`src/rtl/lpc_synth.sv`:
```
// lpc_synth -- 10th-order LPC all-pole synthesis filter, one sample per request.
//
// Computes y[n] = sat16((e[n]*2^COEF_FRAC - sum_{k=1..10} A_k*y[n-k]) >>> COEF_FRAC)
// with one multiply per cycle. Excitation e[n] is a pitch pulse train (voiced)
// or +/-gain driven by a 16-bit Fibonacci LFSR (unvoiced).
//
// Ports:
//   d_clk    sample-domain clock, rising edge
//   rst      synchronous active-high reset
//   A1..A10  signed Q2.13 predictor coefficients (A0 = 1.0 implied)
//   voiced   1 = pulse excitation, 0 = noise excitation
//   pitch    pulse period in samples (effective minimum 2)
//   gain     signed excitation amplitude
//   load     strobe capturing A1..A10, voiced, pitch, gain as frame parameters
//   v        strobe requesting one output sample (accepted only when idle)
//   y        synthesized sample, held until the next vout
//   vout     one-cycle strobe, 13 cycles after the accepting v edge
//   busy     high while a sample is being computed
//   overrun  sticky: a v strobe arrived while busy and was dropped

module lpc_synth #(
    parameter int          COEF_FRAC = 13,
    parameter logic [15:0] LFSR_SEED = 16'hACE1
) (
    input  logic               d_clk,
    input  logic               rst,
    input  logic signed [15:0] A1,
    input  logic signed [15:0] A2,
    input  logic signed [15:0] A3,
    input  logic signed [15:0] A4,
    input  logic signed [15:0] A5,
    input  logic signed [15:0] A6,
    input  logic signed [15:0] A7,
    input  logic signed [15:0] A8,
    input  logic signed [15:0] A9,
    input  logic signed [15:0] A10,
    input  logic               voiced,
    input  logic        [15:0] pitch,
    input  logic signed [15:0] gain,
    input  logic               load,
    input  logic               v,
    output logic signed [15:0] y,
    output logic               vout,
    output logic               busy,
    output logic               overrun
);

    typedef enum logic [1:0] {IDLE, EXC, MAC, OUT} state_t;

    state_t state;

    // Active frame parameters and the pending copy captured while busy
    logic signed [15:0] a_q [10];
    logic signed [15:0] a_p [10];
    logic               voiced_q, voiced_p;
    logic        [15:0] pitch_q, pitch_p;
    logic signed [15:0] gain_q, gain_p;
    logic               pend;

    // hist[0] = y[n-1] ... hist[9] = y[n-10]
    logic signed [15:0] hist [10];
    logic        [3:0]  k;
    logic signed [39:0] acc;
    logic        [15:0] pcnt;
    logic        [15:0] lfsr;
    logic               out_pend;

    logic signed [15:0] a_in [10];
    logic signed [15:0] nxt_a [10];
    logic               nxt_voiced;
    logic        [15:0] nxt_pitch;
    logic signed [15:0] nxt_gain;
    logic signed [16:0] g_ext;
    logic signed [16:0] e;
    logic        [15:0] peff_m1;
    logic signed [31:0] prod;
    logic signed [39:0] acc_sh;
    logic signed [15:0] y_sat;
    logic               fb;

    always_comb begin
        a_in[0] = A1;
        a_in[1] = A2;
        a_in[2] = A3;
        a_in[3] = A4;
        a_in[4] = A5;
        a_in[5] = A6;
        a_in[6] = A7;
        a_in[7] = A8;
        a_in[8] = A9;
        a_in[9] = A10;
    end

    // A load arriving in IDLE overrides any older pending parameters
    always_comb begin
        if (load) begin
            nxt_a      = a_in;
            nxt_voiced = voiced;
            nxt_pitch  = pitch;
            nxt_gain   = gain;
        end else begin
            nxt_a      = a_p;
            nxt_voiced = voiced_p;
            nxt_pitch  = pitch_p;
            nxt_gain   = gain_p;
        end
    end

    always_comb begin
        g_ext   = {gain_q[15], gain_q};
        peff_m1 = (pitch_q < 16'd2) ? 16'd1 : pitch_q - 16'd1;
        if (voiced_q)
            e = (pcnt == '0) ? g_ext : '0;
        else
            e = lfsr[15] ? -g_ext : g_ext;
        prod   = a_q[k] * hist[k];
        acc_sh = acc >>> COEF_FRAC;
        if (acc_sh > 40'sd32767)
            y_sat = 16'sh7fff;
        else if (acc_sh < -40'sd32768)
            y_sat = 16'sh8000;
        else
            y_sat = acc_sh[15:0];
        fb = lfsr[15] ^ lfsr[13] ^ lfsr[12] ^ lfsr[10];
    end

    always_ff @(posedge d_clk) begin
        if (rst) begin
            state    <= IDLE;
            y        <= '0;
            vout     <= 1'b0;
            busy     <= 1'b0;
            overrun  <= 1'b0;
            pend     <= 1'b0;
            out_pend <= 1'b0;
            pcnt     <= '0;
            lfsr     <= LFSR_SEED;
            acc      <= '0;
            k        <= '0;
            voiced_q <= 1'b0;
            pitch_q  <= '0;
            gain_q   <= '0;
            voiced_p <= 1'b0;
            pitch_p  <= '0;
            gain_p   <= '0;
            for (int unsigned i = 0; i < 10; i++) begin
                hist[i] <= '0;
                a_q[i]  <= '0;
                a_p[i]  <= '0;
            end
        end else begin
            // Output stage one cycle after OUT: hist[0] already holds the saturated sample
            vout     <= out_pend;
            out_pend <= 1'b0;
            if (out_pend)
                y <= hist[0];

            if (v && state != IDLE)
                overrun <= 1'b1;

            if (load && state != IDLE) begin
                pend     <= 1'b1;
                a_p      <= a_in;
                voiced_p <= voiced;
                pitch_p  <= pitch;
                gain_p   <= gain;
            end

            case (state)
                IDLE: begin
                    if (load || pend) begin
                        a_q      <= nxt_a;
                        voiced_q <= nxt_voiced;
                        pitch_q  <= nxt_pitch;
                        gain_q   <= nxt_gain;
                        pend     <= 1'b0;
                        if (!voiced_q && nxt_voiced)
                            pcnt <= '0;
                    end
                    if (v) begin
                        state <= EXC;
                        busy  <= 1'b1;
                    end
                end
                EXC: begin
                    acc   <= {{23{e[16]}}, e} <<< COEF_FRAC;
                    pcnt  <= (pcnt >= peff_m1) ? '0 : pcnt + 16'd1;
                    lfsr  <= {lfsr[14:0], fb};
                    k     <= '0;
                    state <= MAC;
                end
                MAC: begin
                    acc <= acc - {{8{prod[31]}}, prod};
                    k   <= k + 4'd1;
                    if (k == 4'd9)
                        state <= OUT;
                end
                OUT: begin
                    for (int unsigned i = 9; i > 0; i--)
                        hist[i] <= hist[i-1];
                    hist[0]  <= y_sat;
                    out_pend <= 1'b1;
                    busy     <= 1'b0;
                    state    <= IDLE;
                end
                default: state <= IDLE;
            endcase
        end
    end

endmodule

```
`config.mk`:
```
export PLATFORM = sky130hd
export DESIGN_NAME = lpc_synth
export DESIGN_NICKNAME = d
export VERILOG_FILES = /design/src/rtl/lpc_synth.sv
export SDC_FILE = /design/constraint.sdc
export NUM_CORES = 2
export LEC_CHECK = 0
export ABC_AREA = 1
export CAP_MARGIN = 30
export CORE_MARGIN = 2
export CORE_UTILIZATION = 45
export DETAILED_ROUTE_END_ITERATION = 6
export SLEW_MARGIN = 0
export SYNTH_ARGS = -nofsm -noshare
export SYNTH_HDL_FRONTEND = slang
export SYNTH_SLANG_ARGS = --single-unit
export TNS_END_PERCENT = 20
```
`constraint.sdc`:
```
create_clock -name d_clk -period 9.77 [get_ports d_clk]
set_input_delay 2.931 -clock d_clk [delete_from_list [all_inputs] [get_ports d_clk]]
set_output_delay 2.931 -clock d_clk [all_outputs]
set_load 0.005 [all_outputs]
```
Word-level counts from Yosys, hierarchy flattened

Memories as Yosys holds them, arrays and structs flattened. A register that Yosys moved wholly into a read port is not among the register bits.
Cells that the tools add are included.
Widths: inputs -> output; s select.

Multiply operators: 1
Reduce and logical (&&, ||, !) cells: 15
Equal/unequal tests: 8
Order comparisons: 5
Bitwise gates (word level): 14
Add/subtract/negate cells: 5
Muxes and demuxes: 44

Operators by type and width:

| cell                  | number |
|---|---|
| $mux 16               | 20 |
| $mux 160              | 1 |
| $pmux 40 s2           | 1 |
| $bmux 16 s4           | 1 |
| $mux 17               | 3 |
| $sub 40x40->40        | 1 |
| $mul 16x16->32        | 1 |
| $pmux 16 s2           | 1 |
| $gt 27x16->1 const B  | 1 |
| $lt 27x16->1 const B  | 1 |
| $neg 16->17           | 1 |
| $add 16x1->16 const B | 1 |
| $ge 16x16->1          | 1 |
| $logic_not 16->1      | 1 |
| $lt 16x2->1 const B   | 1 |
| $sub 16x1->16 const B | 1 |
| $mux 1                | 10 |
| $or 1x1->1            | 10 |
| $mux 4                | 2 |
| $ne 2x2->1 const B    | 4 |
| $pmux 2 s4            | 1 |
| $pmux 4 s2            | 1 |
| $reduce_bool 2->1     | 4 |
| $reduce_and 2->1      | 3 |
| 14 further kinds      | 20 |

Memories kept: 1
RAM bits: 160
Input bits: 197
Flip-flop bits (word level): 485

Memory list:

| name | words | width | rd ports | clocked after Yosys merged registers in | wr ports | line | source |
|---|---|---|---|---|---|---|---|
| hist | 10    | 16    | 10       | 1                                       | 10       | 61   | `logic signed [15:0] hist [10];` |

Logic depth before layout (Yosys ltp)

Depth in word-level cells: 7
Depth in mapped cells: 52
Depth with buffers taken out: 49

Least setup slack after synthesis

OpenSTA, ideal clock, no wires.

Kind: flip-flop to flip-flop
From: reg k[0]
To: reg acc[39]
Stages on the path, launching flop included: 43
Path slack: 1,321 ps
Setup time: 118 ps
Arrival: 8,331 ps
Cells stage by stage: dfxtp_1 -> buf_2 -> inv_1 -> clkbuf_1 -> buf_2 -> o21ai_0 -> o22ai_1 -> o211ai_1 -> nand2_1 -> clkbuf_1 -> nand2_1 -> fa_1 -> inv_1 -> fa_1 -> fa_1 -> fa_1 -> fa_1 -> inv_1 -> (+7 left out) -> a21oi_1 -> nor2_1 -> nor2_1 -> xor2_1 -> ha_1 -> nand2_1 -> nor2_1 -> inv_1 -> nor2_1 -> nand2_1 -> o21ai_1 -> nand3_1 -> nand2_1 -> nand2_1 -> nand2_1 -> nand2_1 -> nand3_1 -> a21oi_2

Longest elaborated chain between the ends: 7

RTL lines:

| what                                        | line | source |
|---|---|---|
| start, declared                             | 62   | `logic [3:0] k;` |
| start signal, assigned                      | 194  | `k <= k + 4'd1;` |
| $not 4->5 (implied by the code)             | 116  | `prod = a_q[k] * hist[k];` |
| $bmux 16 s4                                 | 116  |  |
| $mux 16 (implied by the code) (2 in series) | 116  |  |
| $mul 16x16->32                              | 116  |  |
| $sub 40x40->40                              | 193  | `acc <= acc - {{8{prod[31]}}, prod};` |
| $pmux 40 s2                                 | 169  | `case (state)` |
| end signal, assigned                        | 186  | `acc <= {{23{e[16]}}, e} <<< COEF_FRAC;` |
| end signal, assigned                        | 193  |  |
| end, declared                               | 63   | `logic signed [39:0] acc;` |

No other way between the ends. The select of a mux whose other input is x is not followed.
A chain may end at the register's enable or synchronous reset.

Worst setup path in the final report

From: reg k[0]
To: reg acc[38]

The elaborated chain is that of the path after synthesis.

==> out/qor.txt <==
row cnt: 110
EDFF count, synth: 160
clock slew at reported path FFs: 0.06 ns
final worst setup slack: 0.650 ns
largest area contributor in the netlist: dfxtp_1
GRT Total Usage: 24.4%
I/O pin count: 216
CP required: 10.25 ns
status: finished clean
Clock Sinks: 649
top cells by count, synth: 948 x inv_1, 826 x a21oi_1, 609 x o21ai_0, 608 x nand2_1, 583 x nor2_1
Slew Limit Headroom: 27.5%
Netlist cell types: 58
DR vias: 35.0k
DP Worst Slack: 0.525 ns
initial detailed-routing violation count: 3151
post-synth top area share: 23.9%
synthesized flop and latch total: 649
share of post-route cells with drive strength above 1: 4.86%
largest cells by area after synthesis: dfxtp_1 24%, fa_1 13%, edfxtp_1 12%, a21oi_1 10%, inv_1 8.7%
M3 GR Usage: 3.39%
Final Critical Period: 9.12 ns
RSZ-0062 raised after global routing: yes
H-tree Lvls: 3
Critical Path Start: k[0]
Clock Skew: 0.0303 ns
register area share after synthesis: 35.6%
Synth Cell Area: 41000 sq um
Max Slew Vio Count: 0
pin count of the biggest net entering global routing: 277
initial antenna violation count: 4
Mapped Cells: 5364
Avg Inst Size Synth: 7.64 sq um
Slowest cell on crit path: a31o_2
Num CTS Buffers: 74
final-report setup violation count: 0
Die W: 306 microns
Crit Path Max Fanout: 16
Buffers on Ports: 215
Vias/cell: 5.24
drc violations: 0
Max stage delay on crit path: 0.60 ns
first-pass GRT wire length: 184000 microns
Synth-to-Final Area Change: 14.2%
Hold Fails Final Rpt: 0
grt ovf: 0
Worst setup SP type: flip-flop
most frequent CP cell: fa_1
Worst Setup Path Type: flip-flop to flip-flop
Highest Clock Rate: 0.110 GHz
met1 usage: 34.4%
Most Crowded Layer GR: met2
drt first pass iters: 6
Syn. warnings: 0
die area: 93400 sq um
CP Data Arrival Time: 9.60 ns
GP Congestion: 0.925
Hold Path Origin: a_p[147]
Wirelength per Cell: 17.0 microns
Max Buffers Root-to-Sink: 3
Final ANT Viol Nets: 0
clk root buf: clkbuf_16
TritonCTS clock tree: built
Initial Util: 45.4%
vias in the first global route: 33.7k
Tcrit/Tclk final: 93.3%
dominant synthesized flop cell: dfxtp_1
Crit. End Element: flip-flop
Worst-Skew Late Latency: 0.65 ns
Slew @ Worst Pin: 1.09 ns
met2 Use GR: 39.1%
reg2reg start: k[0]
Post-DP HPWL: 82300 microns
MaxCap Viol Count: 0
count leader, synth: inv_1
CTS Hold Buffers Added: 0
Worst Hold Class: flip-flop to flip-flop
Synth Net Count: 5963
core region area: 90100 sq um
y dimension of the die: 306 microns
Post-synth ARST share: 0%
Nets: 6036
WL final: 113000 microns
[state kept, by name, summed over array words and instances (netlist names), 40 cells and up, named ones only]
| register | flops |
|---|---|
| acc | 40 |
| a_p | 160 |
| hist | 160 |
| a_q | 160 |
[placed cells by master, fill, tap and decap left out, types with 5 or more instances in the layout]
cell             synthesis  final
inv_1                  948    947
a21oi_1                826    826
o21ai_0                609    609
nand2_1                608    606
nor2_1                 583    582
dfxtp_1                489    486
fa_1                   263    263
clkdlybuf4s50_1          0    213
edfxtp_1               160    160
ha_1                   139    139
nand3_1                 90     90
buf_4                    0     81
clkbuf_16                0     76
o221ai_1                41     41
xor2_1                  27     27
a31oi_1                 27     27
xnor2_1                 25     25
nor3_1                  24     24
o21ai_1                 26     23
o211ai_1                21     21
nand4_1                 19     19
clkbuf_8                 0     14
clkbuf_1               274     13
nor4_1                  12     12
clkinv_2                 0     12
o22ai_1                 11     11
buf_12                   1     10
clkinv_1                 6      9
or2_2                    9      9
nand3b_1                 7      7
nand2_2                  7      7
a221oi_1                 7      7
inv_2                    6      6
a31o_2                   6      6
mux2i_1                  6      6
bufinv_16                0      6
a21o_1                   5      5
nand2_4                  3      5
o31ai_1                  5      5
[area by class of cell]
type	instances	area, sq um
inverter	960	3610
clock inverter	30	393
sequential	649	14600
fill	8681	43400
tap	1176	1470
clock buffer	103	2140
antenna	1	2.50
timing repair buffer	307	2970
multi-input combinational	3445	21600
[worst max-delay path, delay by kind of cell, from the launching register on]
kind | cells | cell delay, ns
xor gates and xnor gates | 1 | 0.19
buffers and inverters | 8 | 0.94
AOI/OAI and AO/OA | 12 | 2.70
and+or+nand+nor | 10 | 1.08
DFF | 1 | 0.34
adders and majority gates | 8 | 3.69
[kinds of logic (layout without fill, tap and decap cells)]
group | after synthesis | count (layout) | synth area share [%]
and+or+nand+nor | 1375 | 1375 | 13.5
other | 0 | 1 | 0
AOI/OAI and AO/OA | 1608 | 1608 | 20.6
buffers and inverters | 1270 | 1400 | 11.7
DFF | 649 | 649 | 35.6
muxes | 6 | 6 | 0.147
adders and majority gates | 402 | 402 | 17.1
xor gates and xnor gates | 54 | 54 | 1.22
[stage by stage]
stage          std cells  TNS, ns  cell area [sq um]  util, %  hold slack (ns)
2_1_floorplan       5364        0              41000        -            0.424
3_3_place_gp        6535        0              44200     49.0            0.435
3_5_place_dp        6536        0              44200     49.1            0.439
4_1_cts             6669        0              46800     51.9            0.448
5_1_grt             6670  -0.0289              46800     51.9            0.465
6_report            6671        0              46800     51.9            0.450
[path summary, 6_finish.rpt]
path	end	slack [ns]	depth (start not counted)
setup / recovery	acc[38]	0.65	39
hold / removal	a_p[147]	0.45	2
setup reg to reg	acc[38]	0.65	39
hold reg to reg	a_p[147]	0.45	2
[layer usage]
metal	vias up	routed length (microns)
li1	17500	-
met1	16400	52200
met2	896	51300
met3	181	6300
met4	4	3260
met5	-	25
[what timing repair did]
item / CTS / global route
endpoints found under the setup margin: 0 / 10
setup buffers: 0 / 1
resized for setup: 0 / 2
Power is not shown: default switching activity piles up to over one toggle a cycle in this logic, so the estimate is an artifact.
